### config.mk
export PLATFORM = sky130hd
export DESIGN_NAME = mem_arbiter_flat
export DESIGN_NICKNAME = d
export VERILOG_FILES = /design/src/rtl/mem_arb_pkg.sv /design/src/rtl/mem_arbiter_if.sv /design/src/rtl/mem_arbiter_watchdog.sv /design/src/rtl/mem_arbiter.sv /design/src/flat_wrapper.sv
export SDC_FILE = /design/constraint.sdc
export NUM_CORES = 1
export LEC_CHECK = 0
export CAP_MARGIN = 15
export CORE_MARGIN = 4
export CORE_UTILIZATION = 30
export CTS_CLUSTER_SIZE = 20
export DETAILED_ROUTE_END_ITERATION = 8
export PLACE_DENSITY = 0.69
export SETUP_SLACK_MARGIN = 0.3
export SLEW_MARGIN = 10
export SYNTH_ARGS = -nofsm -noshare
export SYNTH_HDL_FRONTEND = slang
export SYNTH_SLANG_ARGS = --single-unit
### constraint.sdc
create_clock -name clk -period 1.85 [get_ports clk]
set_clock_uncertainty 0.2 [all_clocks]
set_input_delay 0.4625 -clock clk [delete_from_list [all_inputs] [get_ports clk]]
set_output_delay 0.4625 -clock clk [all_outputs]
set_load 0.02 [all_outputs]
### src/rtl/mem_arb_pkg.sv
// mem_arb_pkg: shared types and constants for the memory arbiter.
// Holds the sequencer state encoding, the NOP instruction and the reset values.
// Imported by mem_arbiter.
package mem_arb_pkg;

  typedef enum logic [2:0] {
    IDLE   = 3'd0,
    F_REQ  = 3'd1,
    F_WAIT = 3'd2,
    EXEC   = 3'd3,
    D_REQ  = 3'd4,
    D_WAIT = 3'd5,
    COMMIT = 3'd6
  } state_t;

  // addi x0, x0, 0
  localparam logic [31:0] NOP_INSTR = 32'h0000_0013;

  localparam state_t RST_STATE = IDLE;
  localparam logic   RST_STALL = 1'b1;

endpackage

### src/rtl/mem_arbiter_if.sv
// mem_arbiter_if: request/grant/response bus between the arbiter and unified memory.
// Latency: n/a (wires only). Backpressure: req held until gnt; rvalid completes the access.
// Signals: req/we/addr/wdata from master; gnt/rvalid/rdata from slave (memory).
interface mem_arbiter_if #(
  parameter int N = 64
);
  logic         req;
  logic         we;
  logic [N-1:0] addr;
  logic [N-1:0] wdata;
  logic         gnt;
  logic         rvalid;
  logic [N-1:0] rdata;

  modport master (output req, we, addr, wdata, input gnt, rvalid, rdata);
  modport slave  (input req, we, addr, wdata, output gnt, rvalid, rdata);
endinterface

### src/rtl/mem_arbiter_watchdog.sv
// arb_watchdog: counts cycles spent in one bus transaction phase and flags expiry.
// Latency: expired is combinational in the TIMEOUT-th enabled cycle after a clear.
// Backpressure: none. Ports: clk, reset (sync, active-low), clear, enable, expired.
module arb_watchdog #(
  parameter int TIMEOUT = 256
) (
  input  logic clk,
  input  logic reset,
  input  logic clear,
  input  logic enable,
  output logic expired
);
  localparam int            CW   = $clog2(TIMEOUT + 1);
  localparam logic [CW-1:0] LAST = CW'(TIMEOUT - 1);

  logic [CW-1:0] cnt_q;

  assign expired = enable && (cnt_q == LAST);

  always_ff @(posedge clk) begin
    if (!reset) begin
      cnt_q <= '0;
    end else if (clear) begin
      cnt_q <= '0;
    end else if (enable && !expired) begin
      cnt_q <= cnt_q + CW'(1);
    end
  end
endmodule

### src/rtl/mem_arbiter.sv
// mem_arbiter: sequences fetch, optional data access and commit over one shared memory port.
// Latency: 4 cycles per instruction without memory access, 6 with one (gnt immediate, rvalid +1).
// Backpressure: stall held high except in COMMIT; bus req held until gnt, then waits for rvalid.
// Ports: clk, reset (sync, active-low); IM_* / DM_* datapath side; bus (mem_arbiter_if.master);
// stall to datapath; timeout_err sticky watchdog flag.
// Build option: MEM_ARB_TIMEOUT_EN enables the TIMEOUT-cycle bus watchdog (otherwise timeout_err=0).
module mem_arbiter
  import mem_arb_pkg::*;
#(
  parameter int N       = 64,
  parameter int TIMEOUT = 256
) (
  input  logic          clk,
  input  logic          reset,
  input  logic [N-1:0]  IM_addr,
  output logic [31:0]   IM_readData,
  input  logic [N-1:0]  DM_addr,
  input  logic [N-1:0]  DM_writeData,
  input  logic          DM_readEnable,
  input  logic          DM_writeEnable,
  output logic [N-1:0]  DM_readData,
  output logic          stall,
  mem_arbiter_if.master bus,
  output logic          timeout_err
);

  state_t       state_q, state_d;
  logic [N-1:0] addr_q;
  logic [N-1:0] wdata_q;
  logic         we_q;
  logic         wd_expired;

  assign stall     = (state_q == COMMIT) ? 1'b0 : RST_STALL;
  assign bus.req   = (state_q == F_REQ) || (state_q == D_REQ);
  assign bus.we    = we_q;
  assign bus.wdata = wdata_q;
  // The PC advances on the edge that leaves COMMIT, so the fetch address is taken
  // straight from IM_addr while in F_REQ (stall keeps it stable until gnt).
  assign bus.addr  = (state_q == F_REQ) ? IM_addr : addr_q;

  always_comb begin
    state_d = state_q;
    case (state_q)
      IDLE:    state_d = F_REQ;
      F_REQ:   if (bus.gnt)    state_d = F_WAIT;
      F_WAIT:  if (bus.rvalid) state_d = EXEC;
      EXEC:    state_d = (DM_readEnable || DM_writeEnable) ? D_REQ : COMMIT;
      D_REQ:   if (bus.gnt)    state_d = D_WAIT;
      D_WAIT:  if (bus.rvalid) state_d = COMMIT;
      COMMIT:  state_d = F_REQ;
      default: state_d = IDLE;
    endcase
    if (wd_expired) state_d = COMMIT;
  end

  always_ff @(posedge clk) begin
    if (!reset) begin
      state_q     <= RST_STATE;
      addr_q      <= '0;
      wdata_q     <= '0;
      we_q        <= 1'b0;
      IM_readData <= NOP_INSTR;
      DM_readData <= '0;
    end else begin
      state_q <= state_d;
      case (state_q)
        IDLE, COMMIT: we_q <= 1'b0;
        F_REQ:        addr_q <= IM_addr;
        F_WAIT:       if (bus.rvalid) IM_readData <= bus.rdata[31:0];
        EXEC: begin
          if (DM_readEnable || DM_writeEnable) begin
            addr_q  <= DM_addr;
            wdata_q <= DM_writeData;
            we_q    <= DM_writeEnable;  // write wins when both enables are set
          end
        end
        D_WAIT:       if (bus.rvalid && !we_q) DM_readData <= bus.rdata;
        default:      ;
      endcase
      if (wd_expired) begin
        if ((state_q == F_REQ) || (state_q == F_WAIT)) IM_readData <= NOP_INSTR;
        else                                           DM_readData <= '0;
      end
    end
  end

`ifdef MEM_ARB_TIMEOUT_EN
  logic in_bus;
  logic wd_clear;
  logic err_q;

  assign in_bus   = state_q inside {F_REQ, F_WAIT, D_REQ, D_WAIT};
  // Restart the count on every entry into a new bus phase.
  assign wd_clear = (state_d != state_q) && (state_d inside {F_REQ, F_WAIT, D_REQ, D_WAIT});

  arb_watchdog #(.TIMEOUT(TIMEOUT)) u_watchdog (
    .clk     (clk),
    .reset   (reset),
    .clear   (wd_clear),
    .enable  (in_bus),
    .expired (wd_expired)
  );

  always_ff @(posedge clk) begin
    if (!reset)          err_q <= 1'b0;
    else if (wd_expired) err_q <= 1'b1;
  end

  assign timeout_err = err_q;
`else
  assign wd_expired  = 1'b0;
  assign timeout_err = 1'b0;
`endif

endmodule
### src/flat_wrapper.sv
// flat-port wrapper written by rule: the top's interface ports become plain ports
module mem_arbiter_flat import mem_arb_pkg::*;
#(
  parameter int N       = 64,
  parameter int TIMEOUT = 256
)
  (clk, reset, IM_addr, IM_readData, DM_addr, DM_writeData, DM_readEnable, DM_writeEnable, DM_readData, stall, timeout_err, bus_req, bus_we, bus_addr, bus_wdata, bus_gnt, bus_rvalid, bus_rdata);
  mem_arbiter_if #(.N(N)) bus_i ();
  input  logic clk;
  input  logic reset;
  input  logic [N-1:0] IM_addr;
  output logic [31:0] IM_readData;
  input  logic [N-1:0] DM_addr;
  input  logic [N-1:0] DM_writeData;
  input  logic DM_readEnable;
  input  logic DM_writeEnable;
  output logic [N-1:0] DM_readData;
  output logic stall;
  output logic timeout_err;
  output wire logic [$bits(bus_i.req)-1:0] bus_req;
  output wire logic [$bits(bus_i.we)-1:0] bus_we;
  output wire logic [$bits(bus_i.addr)-1:0] bus_addr;
  output wire logic [$bits(bus_i.wdata)-1:0] bus_wdata;
  input wire logic [$bits(bus_i.gnt)-1:0] bus_gnt;
  input wire logic [$bits(bus_i.rvalid)-1:0] bus_rvalid;
  input wire logic [$bits(bus_i.rdata)-1:0] bus_rdata;
  assign bus_req = bus_i.req;
  assign bus_we = bus_i.we;
  assign bus_addr = bus_i.addr;
  assign bus_wdata = bus_i.wdata;
  assign bus_i.gnt = bus_gnt;
  assign bus_i.rvalid = bus_rvalid;
  assign bus_i.rdata = bus_rdata;
  mem_arbiter #(.N(N), .TIMEOUT(TIMEOUT)) u_core (.clk(clk), .reset(reset), .IM_addr(IM_addr), .IM_readData(IM_readData), .DM_addr(DM_addr), .DM_writeData(DM_writeData), .DM_readEnable(DM_readEnable), .DM_writeEnable(DM_writeEnable), .DM_readData(DM_readData), .stall(stall), .bus(bus_i), .timeout_err(timeout_err));
endmodule
==> impl_summary.log <==
INFO  metric cts_tree = built
INFO  metric cp_data_required_time = 1.19 ns
INFO  metric area_delta_synth_final = 83.8%
INFO  metric share_seq_of_total_power = 36.8%
INFO  metric final-instance-count-excl-fill = ~2100
INFO  metric ir_worst_vdd = between 0.4 and 0.5 mV
INFO  metric yosys_register_bits = approximately 230
INFO  metric cts_htree_levels = 1
INFO  metric tritoncts_num_sinks = around 230
INFO  metric cp_cell_sequence = nand2b_4, nor2_4, buf_12, buf_12, buf_16, mux2_4, buf_6
INFO  metric clkPwrFrac = a little over a third
INFO  metric yosysTopAreaCellShare = between 40% and 50%
INFO  metric cts.path.max_buffers = 3
INFO  metric net_sw_share = between 20 and 30%
INFO  metric critical_path.slowest_cell = dfxtp_2
INFO  metric finalMaxSlewViolations = 0
INFO  metric timing.final.crit_period = 2.66 ns
INFO  metric number_of_top_level_pins = between 400 and 500
INFO  metric power.internal = around 11 mW
INFO  metric critPathMostFrequentCell = buf_12
INFO  metric postPlaceCellArea = between 15000 and 20000 µm²
INFO  metric drt_drc_violations_left = 0
INFO  metric cp_bufs_invs = 4
INFO  metric crit_fanout = 8
INFO  metric timing.critical_path.max_delay_family = buffers and inverters
INFO  metric synth_top_area_cells = dfxtp_1, mux2i_1, nand2_1
INFO  metric post_drt_wl_per_cell = between 15 and 20 µm
INFO  metric avgViaCountPerCell = 4.78
INFO  metric number_of_max_cap_violations = 0
INFO  metric outcome = complete, but fails checks
INFO  metric maxClockFrequency = 375 MHz
INFO  metric io_buf_count = a little under 500
INFO  metric clk_pin_slew_worst_paths = ~0.06 ns
INFO  metric start_util = 30.6%
INFO  metric grt_overflow_total = 0
INFO  metric share_comb_of_total_power = approximately 28%
INFO  metric width_of_the_die = just under 200 µm
INFO  metric die-area = between 30000 and 40000 µm²
INFO  metric clk-insertion-delay-late = between 0.5 and 0.6 ns
INFO  metric fillCellCount = ~2800
INFO  metric failed_checks = setup timing
INFO  metric syn_inst = roughly 1100
INFO  metric startpoint_type = flip-flop
INFO  metric worst-endpoint-arrival = roughly 2.0 ns
INFO  metric core-area = between 30000 and 40000 µm²
INFO  metric layout.core_utilization = ~56%
INFO  metric syn_avg_cell_area = about 9.4 µm²
INFO  metric netlist.top_cell.by_area = dfxtp_1
INFO  metric dp.cells = 2021
INFO  metric routed_wl = 41300 µm
INFO  metric grt_antenna_before_repair = 1
INFO  metric worstHoldPathType = input port to flip-flop
INFO  metric synthesis.yosys.warnings = 0
INFO  metric die_y = roughly 190 µm
INFO  metric cts_buffers = 26
INFO  metric finalHoldViolations = 0
INFO  metric p_switching = slightly below 4 mW
INFO  metric number_of_routed_nets_with_antenna_violations = 0
INFO  metric cts_hold_buffers = 0
INFO  metric grt_max_degree = 64
INFO  metric first_global_vias = just over 10000
INFO  metric area_of_all_placed_cells_without_fillers = 19000 µm²
INFO  metric rsz0062_at_grt = true
INFO  metric power_leakage = between 8 and 9 nW
INFO  metric via_count = between 10000 and 15000
INFO  metric detailedRoute.firstPassIterationCount = 7
INFO  metric setup_slack = -0.814 ns
INFO  metric r2r_setup_slk = -0.39 ns
INFO  metric powerDensity = around 770 nW/µm²
INFO  metric cts_root_buf = clkbuf_16
INFO  metric cpPeakStageDelay = 0.32 ns
INFO  metric grt_first_pass_wirelength = just under 60000 µm
INFO  metric min_period_over_period = 144%
INFO  metric routabilityCongestion = a little over 0.8
INFO  metric rows = 67
INFO  metric fraction_of_final_layout_cells_sized_beyond_drive_strength_1 = 38.6%
INFO  metric timing.critical_path.to_type = output pin
INFO  metric place_hpwl = 27200 µm
INFO  metric path_class = flip-flop to output pin
INFO  metric mappedNetlistNets = about 1400
INFO  metric netlist-cell-type-count = 34
INFO  metric grt_util_all_layers = about a fifth
INFO  metric synth_sequential_area_ratio = between 40% and 50%
INFO  metric mapped_area = just over 10000 µm²
INFO  metric num-nets-final = between 1500 and 2000
INFO  metric timing.final.setup_violations = between 200 and 300
INFO  metric drt_iter0_markers = slightly above 300
per-stage QoR:
| stage | setup TNS (ns) | total power [mW] | hold slack (ns) | setup slack (ns) |
|---|---|---|---|---|
| after floorplan | -6.49 | 7.27 | 0.268 | -0.108 |
| after global placement | -110.29 | 8.91 | 0.242 | -0.587 |
| after detailed placement | -118.76 | 8.94 | 0.246 | -0.607 |
| after CTS | -127.54 | 14.4 | 0.0984 | -0.828 |
| after global routing | -113.03 | 15.2 | 0.110 | -0.895 |
| final | -91.17 | 14.6 | 0.122 | -0.814 |
power groups by stage:
stage,Sequential [mW],Combinational (mW),Clock [mW]
after global placement,5.43,3.48,0
after floorplan,5.44,1.82,0
final,5.36,4.02,5.19
after CTS,5.33,3.79,5.32
after global routing,5.38,4.25,5.54
after detailed placement,5.43,3.51,0
area by class of cell:
class	instances	area [µm²]	area share (%)
Antenna cell	1	2.50	0.0132
Clock buffer	41	818	4.30
Multi-Input combinational cell	771	5620	29.5
Tap cell	448	561	2.95
Sequential cell	228	4750	25.0
Clock inverter	4	45.0	0.237
Timing Repair Buffer	655	7230	38.0
Inverter	1	3.75	0.0197
path summary, 6_finish.rpt:
check                                      startpoint                                  end  cells after the start
setup reg to reg       u_core.state_q[1]$_SDFFE_PN0P_  u_core.DM_readData[59]$_SDFFE_PN0P_                     10
hold reg to reg   u_core.IM_readData[21]$_SDFFE_PN0P_  u_core.IM_readData[21]$_SDFFE_PN0P_                      2
hold / removal                                  reset       u_core.state_q[0]$_SDFFE_PN0P_                      3
setup / recovery       u_core.state_q[2]$_SDFFE_PN0P_                         bus_addr[18]                      7
logic make-up (layout without fill, tap and decap cells):
logic type             Yosys count  in the layout  synth area share [%]
other                            1              2                0.0362
DFF                            228            228                  44.1
and+or+nand+nor                408            409                  16.3
muxes                          258            258                  25.7
buffers and inverters          100            701                  4.90
AOI/OAI and AO/OA              103            103                  8.96
per-layer routing:
metal | track usage (%) | routed length, µm
met2 | 33.0 | 20500
met1 | 23.1 | 16500
met3 | 5.28 | 2990
met5 | 0 | 0
met4 | 6.50 | 1420
cells in the final DEF, fill, tap and decap left out, drive strengths merged, types with 2 or more instances in the layout:
| cell | netlist | final |
|---|---|---|
| a21boi | 30 | 30 |
| a21oi | 2 | 2 |
| and2 | 2 | 3 |
| buf | 53 | 379 |
| clkbuf | 46 | 52 |
| clkdlybuf4s50 | 0 | 262 |
| clkinv | 0 | 3 |
| dfxtp | 228 | 228 |
| mux2 | 65 | 65 |
| mux2i | 193 | 193 |
| nand2 | 323 | 323 |
| nand2b | 3 | 3 |
| nand3 | 67 | 67 |
| nand3b | 3 | 3 |
| nor2 | 3 | 3 |
| o211a | 64 | 64 |
| o21ai | 2 | 2 |
Yosys cell counts (all sizes together):
library cell / instances
nand3b: 3
o211a: 64
nor2b: 1
a21oi: 2
dfxtp: 228
mux2: 65
nand2: 323
o311ai: 1
nand4bb: 1
a2bb2oi: 1
or3b: 1
buf: 53
conb: 1
nand3: 67
o21ai: 2
a221o: 1
o31ai: 1
nor4bb: 1
clkbuf: 46
and2: 2
nor2: 3
inv: 1
a31oi: 1
nor3: 1
mux2i: 193
nand2b: 3
nor4b: 1
a21boi: 30
nand4b: 1
timing repair:
action	4_1_cts	5_1_grt
pin swaps	3	18
setup endpoints to repair	455	455
setup buffers	16	42
resized for setup	519	877
cloned	10	14
sequential cells by signal, summed over array words and instances (netlist names):
name                count
u_core.IM_readData     32
u_core.state_q          3
u_core.addr_q          64
u_core.bus.we           1
u_core.bus.wdata       64
u_core.DM_readData     64
worst register-to-register path, delay by kind of cell (launching register included):
| family | cells | cell delay [ns] |
|---|---|---|
| buffers and inverters | 7 | 0.96 |
| AND/OR/NAND/NOR | 2 | 0.47 |
| flip-flops | 1 | 0.35 |
| multiplexers | 1 | 0.19 |
No activity file was read; power rests on OpenSTA's default activity.
==> variant 1 (config.mk and constraints unchanged) <==
`N` is set to 64 in 3 places; all go to 32.
--- a/src/rtl/mem_arbiter_if.sv
+++ b/src/rtl/mem_arbiter_if.sv
@@ -3,5 +3,5 @@
 // Signals: req/we/addr/wdata from master; gnt/rvalid/rdata from slave (memory).
 interface mem_arbiter_if #(
-  parameter int N = 64
+  parameter int N = 32
 );
   logic         req;
--- a/src/rtl/mem_arbiter.sv
+++ b/src/rtl/mem_arbiter.sv
@@ -8,5 +8,5 @@
   import mem_arb_pkg::*;
 #(
-  parameter int N       = 64,
+  parameter int N       = 32,
   parameter int TIMEOUT = 256
 ) (
--- a/src/flat_wrapper.sv
+++ b/src/flat_wrapper.sv
@@ -2,5 +2,5 @@
 module mem_arbiter_flat import mem_arb_pkg::*;
 #(
-  parameter int N       = 64,
+  parameter int N       = 32,
   parameter int TIMEOUT = 256
 )
Ports: changed (7 resized); port bits go from 490 to 266. No check against the original RTL was run, so the function may have changed too.
==> variant 1 against the original RTL <==
- the flow still finishes with violations (setup timing)
- worst hold slack better by 0.059 ns
- cell area shrank 40%
- sequential cell count fell by 96
- power fell by 41%
- sequential share of layout area shrank 0.55 points
- area after synthesis decreased by 43%
- maximum frequency up 6.6%
- wire length decreased by 45%
- clock power down 37%
- worst setup slack better by 0.16 ns
- critical path type unchanged
- largest cell class unchanged
- largest power group is now clock
==> variant 1: results (changes against the original RTL) <==
grt:
  grt_start_max_net_pins: 61  # -4.7%
  grt_first_pass_wirelength_um: 31800  # -46%
  grt_antenna_before_repair: 2  # +1
synth:
  synth_top_cells_by_count: "nand2_1 (195), dfxtp_1 (132), mux2i_1 (97), clkbuf_1 (36), nand3_1 (35)"
  synthDistinctLibCells: 33  # -2.9%
  ys_top_cells_by_area: "dfxtp_1 (45%), mux2i_1 (16%), nand2_1 (12%)"
  syn_avg_cell_area_sq_um: 9.22  # -2.2%
final_layout:
  seq_area_sq_um: 2780  # -42%
  n_antenna_cell: 2  # +1
  nets: 1115  # -43%
  multi_input_gates: 453  # -41%
  syn2layout_area_growth_pct: 92.0
  buffers: 376  # -43%
worst_setup_path:
  rrSetupSlack_ns: -0.30  # +0.09 ns
  crit_path_max_fanout: 6  # -2
  arrival_ns: 1.84  # -0.16 ns
detailed_routing:
  wl_met2_um: 11000  # -46%
  via_per_inst: 4.78  # about the same
  vias: 6031  # -41%
  drt-initial-drc-count: 210  # -32%
sta:
  whs_ns: 0.181  # +0.0593 ns
  setup-violations-final: 130  # -55%
  setup_slack_ns: -0.649  # +0.165 ns
placement:
  place_area_sq_um: 9110  # -45%
  gp_congestion: 0.765  # -7.3%
clock_network:
  cts_buffers: 17  # -35%
  clock_sink_count: 132  # -42%
  clock_path_buffers: 2  # -1
  worstSkewPairLatency_ns: 0.43  # -0.10 ns
pwr:
  p_int_mw: 6.02  # -43%
  ir_drop_v: 0.000528  # +9.5%
run_status:
  violations: "setup timing"
  outcome: "complete, but fails checks"
variant 1: changes by cell type after synthesis, sizes merged, moves of 10 or more:
cell / change
buf: -30
clkbuf: -10
dfxtp: -96
mux2: -32
mux2i: -96
nand2: -128
nand3: -32
o211a: -32
variant 1: worst reg2reg max path, delay by kind of cell, from the launching register on:
kind | cells | cell delay, ns
buf+inv | 7 | 0.89
simple gates | 2 | 0.39
flops | 1 | 0.35
mux | 1 | 0.22
variant 1: metal layers:
layer	vias up	track usage (%)
met2	267	32.0
met5	-	0
li1	2880	-
met1	2840	21.6
met4	0	6.05
met3	44	5.48
variant 1: cells by family (layout without fill, tap and decap cells):
group | Yosys count | in the layout | share of synthesized area (%)
simple gates | 248 | 251 | 17.4
flops | 132 | 132 | 44.7
mux | 130 | 130 | 22.7
compound gates | 71 | 71 | 10.3
buf+inv | 60 | 409 | 4.93
other cells | 1 | 3 | 0.0634
==> variant 2 (same settings) <==
Without the edit above. The 7 states of `state_t` get a one-hot encoding in 7 bits.
--- a/src/rtl/mem_arb_pkg.sv
+++ b/src/rtl/mem_arb_pkg.sv
@@ -4,12 +4,12 @@
 package mem_arb_pkg;
 
-  typedef enum logic [2:0] {
-    IDLE   = 3'd0,
-    F_REQ  = 3'd1,
-    F_WAIT = 3'd2,
-    EXEC   = 3'd3,
-    D_REQ  = 3'd4,
-    D_WAIT = 3'd5,
-    COMMIT = 3'd6
+  typedef enum logic [6:0] {
+    IDLE   = 7'b0000001,
+    F_REQ  = 7'b0000010,
+    F_WAIT = 7'b0000100,
+    EXEC   = 7'b0001000,
+    D_REQ  = 7'b0010000,
+    D_WAIT = 7'b0100000,
+    COMMIT = 7'b1000000
   } state_t;
 
Function: no difference found for any inputs over 4 cycles, from zero or initial values and one cycle with reset low; so few cycles prove little.
==> variant 2 against the original RTL <==
- the run still ends with setup timing left
- power shrank 4.6%
- final cell count grew 6.6%
- area after synthesis shrank 5.0%
- cell area grew 4.0%
- non-clock buffer count grew 47
- wire length grew 12%
- sequential power shrank 0.9%
- worst setup slack lost 0.25 ns
- sequential share of layout area shrank 1.5 points
- sequential cell count grew 4
- largest cell class unchanged
==> variant 2: results (changes against the original RTL) <==
run_status:
  outcome: "complete, but fails checks"
  violations: "setup timing"
sta:
  setup_slack_ns: -1.06  # -0.245 ns
  worstMarginPinSlew_ns: 0.532
  slew_violations: 0  # unchanged
  setup-violations-final: 457  # +57%
  whs_ns: 0.107  # -0.0155 ns
synth:
  synth_nets: 1469  # +8.0%
  ys_warn_count: 0  # unchanged
  ys_top_cells_by_area: "dfxtp_1 (47%), nand2_1 (16%), mux2_2 (7.3%)"
  async_flop_share_pct: 0  # unchanged
  synthCells: 1207  # +9.9%
  yosysSeqAreaShare_pct: 47.2  # +3.1 points
  synth_ff_type: "dfxtp_1"
  synth_top_cells_by_count: "nand2_1 (423), dfxtp_1 (232), a21oi_1 (131), a31oi_1 (66), o31ai_1 (65)"
  synthDistinctLibCells: 37  # +8.8%
worst_setup_path:
  r2r_end: "u_core.DM_readData[27]$_SDFFE_PN0P_"
  worstReg2RegStart: "u_core.state_q[4]$_SDFFE_PN0P_"
  worstRegToRegCells: 7  # -3
  crit_path_max_fanout: 7  # -1
  arrival_ns: 2.25  # +0.25 ns
  rrSetupSlack_ns: -0.69  # -0.30 ns
  slowest_delay_ns: 0.33
  slowest_stage: "dfxtp_2"
placement:
  pre_cts_ws_ns: -0.841  # -0.234 ns
  place_hpwl_um: 28100  # +3.3%
  gp_congestion: 0.844  # +2.3%
  place_area_sq_um: 16200  # -1.9%
  port_buffers: 488  # unchanged
  dp.cells: 2142  # +6.0%
detailed_routing:
  wl_um: 46400  # +12%
  via_per_inst: 5.02  # +5.1%
  drt-pass1-iter-count: 5  # -2
  drt-initial-drc-count: 737  # +140%
  ant_nets: 0  # unchanged
clock_network:
  worstSkewPairLatency_ns: 0.54
  ctsHtreeMaxLevel: 1  # unchanged
  cts.root.buffer_cell: "clkbuf_16"
  cts_buffers: 27  # +3.8%
  clock_path_buffers: 3  # unchanged
  path_clk_slew_ns: 0.06  # about the same
final_layout:
  layout.cells.non_filler: 2291  # +6.6%
  drive_gt1_share_pct: 32.2  # -6.5 points
  fillCellCount: 2577  # -8.8%
grt:
  track_usage_pct: 21.3  # +2.2 points
  grt_start_max_net_pins: 93  # +45%
  grt_antenna_before_repair: 2  # +1
  grt_pass1_vias: 11032  # +7.1%
  grt_first_pass_wirelength_um: 62000  # +4.8%
pwr:
  ir_drop_v: 0.000584  # +21%
  p_leak_nw: 7.48  # -9.4%
min_path:
  hold_path_end: "u_core.addr_q[8]$_SDFFE_PN0P_"
  min_from: "reset"
  hold_path.class: "input port to register"
[variant 2: cell types whose count changed in the layout (fill, tap and decap cells not counted), sizes merged, moves of 6 or more]
cell / unedited run / this run
a21boi: 30 / 0
a21oi: 2 / 161
a31oi: 1 / 66
buf: 379 / 242
clkbuf: 52 / 75
clkdlybuf4s50: 262 / 421
mux2i: 193 / 0
nand2: 323 / 453
nand3: 67 / 7
nor2: 3 / 11
nor4: 0 / 6
o211a: 64 / 0
o31ai: 1 / 65
[variant 2: power breakdown]
part	switching, mW	internal (mW)	total, mW	leakage [nW]
Clock	2.19	3.13	5.32	0.425
Combinational	1.33	1.93	3.26	5.18
Sequential	0.142	5.17	5.31	1.88
[variant 2: routing by layer]
| layer | part of all wire [%] | GRT usage (%) |
|---|---|---|
| met4 | 3.4 | 6.98 |
| met1 | 37 | 24.6 |
| met3 | 7.7 | 4.76 |
| met2 | 52 | 39.0 |
| met5 | 0.028 | 0 |
[variant 2: per-stage QoR]
step	TNS [ns]	util, %
2_1_floorplan	-104.59	-
3_3_place_gp	-157.80	49.8
3_5_place_dp	-161.80	49.8
4_1_cts	-237.80	54.4
5_1_grt	-272.60	60.9
6_report	-244.66	60.9
[variant 2: worst max-delay path by stage]
stage / from / end / slack, ns / depth (start not counted)
after CTS: u_core.state_q[3]$_SDFFE_PN0P_ / bus_addr[25] / -1.17 / 6
after floorplan: u_core.state_q[6]$_SDFFE_PN0P_ / u_core.DM_readData[39]$_SDFFE_PN0P_ / -0.43 / 8
final: u_core.state_q[3]$_SDFFE_PN0P_ / bus_addr[13] / -1.06 / 7
after global routing: u_core.state_q[3]$_SDFFE_PN0P_ / bus_addr[13] / -1.15 / 7
after global placement: u_core.state_q[3]$_SDFFE_PN0P_ / bus_addr[23] / -0.82 / 6
after detailed placement: u_core.state_q[3]$_SDFFE_PN0P_ / bus_addr[44] / -0.84 / 6
[variant 2: cell families after synthesis]
group,count (synthesis),synth area share (%)
DFF,232,47.2
AOI/OAI and AO/OA,297,18.8
other,1,0.0381
muxes,64,7.33
buffers and inverters,112,5.51
xor gates and xnor gates,3,0.267
and+or+nand+nor,498,20.8
[variant 2: critical path: cells and delay by family (launching register included)]
family / cells / cell delay [ns]
buf+inv: 4 / 0.57
flops: 1 / 0.33
mux: 1 / 0.30
simple gates: 2 / 0.49
[variant 2: repair_timing]
action                     4_1_cts  5_1_grt
pin swaps                        6       88
setup endpoints to repair      458      459
gates resized for setup        258      374
gates cloned                    16       27
setup buffers                   13       44
[variant 2: final cells by class]
class	instances	area, sq um	share of cell area [%]
multi-input cells	864	5750	29.0
inverters	2	12.5	0.0633
clock inverters	8	97.6	0.493
diodes	1	2.50	0.0127
repair buffers	702	7950	40.2
well taps	442	553	2.80
flip-flops and latches	232	4650	23.5
clock buffers	40	764	3.87
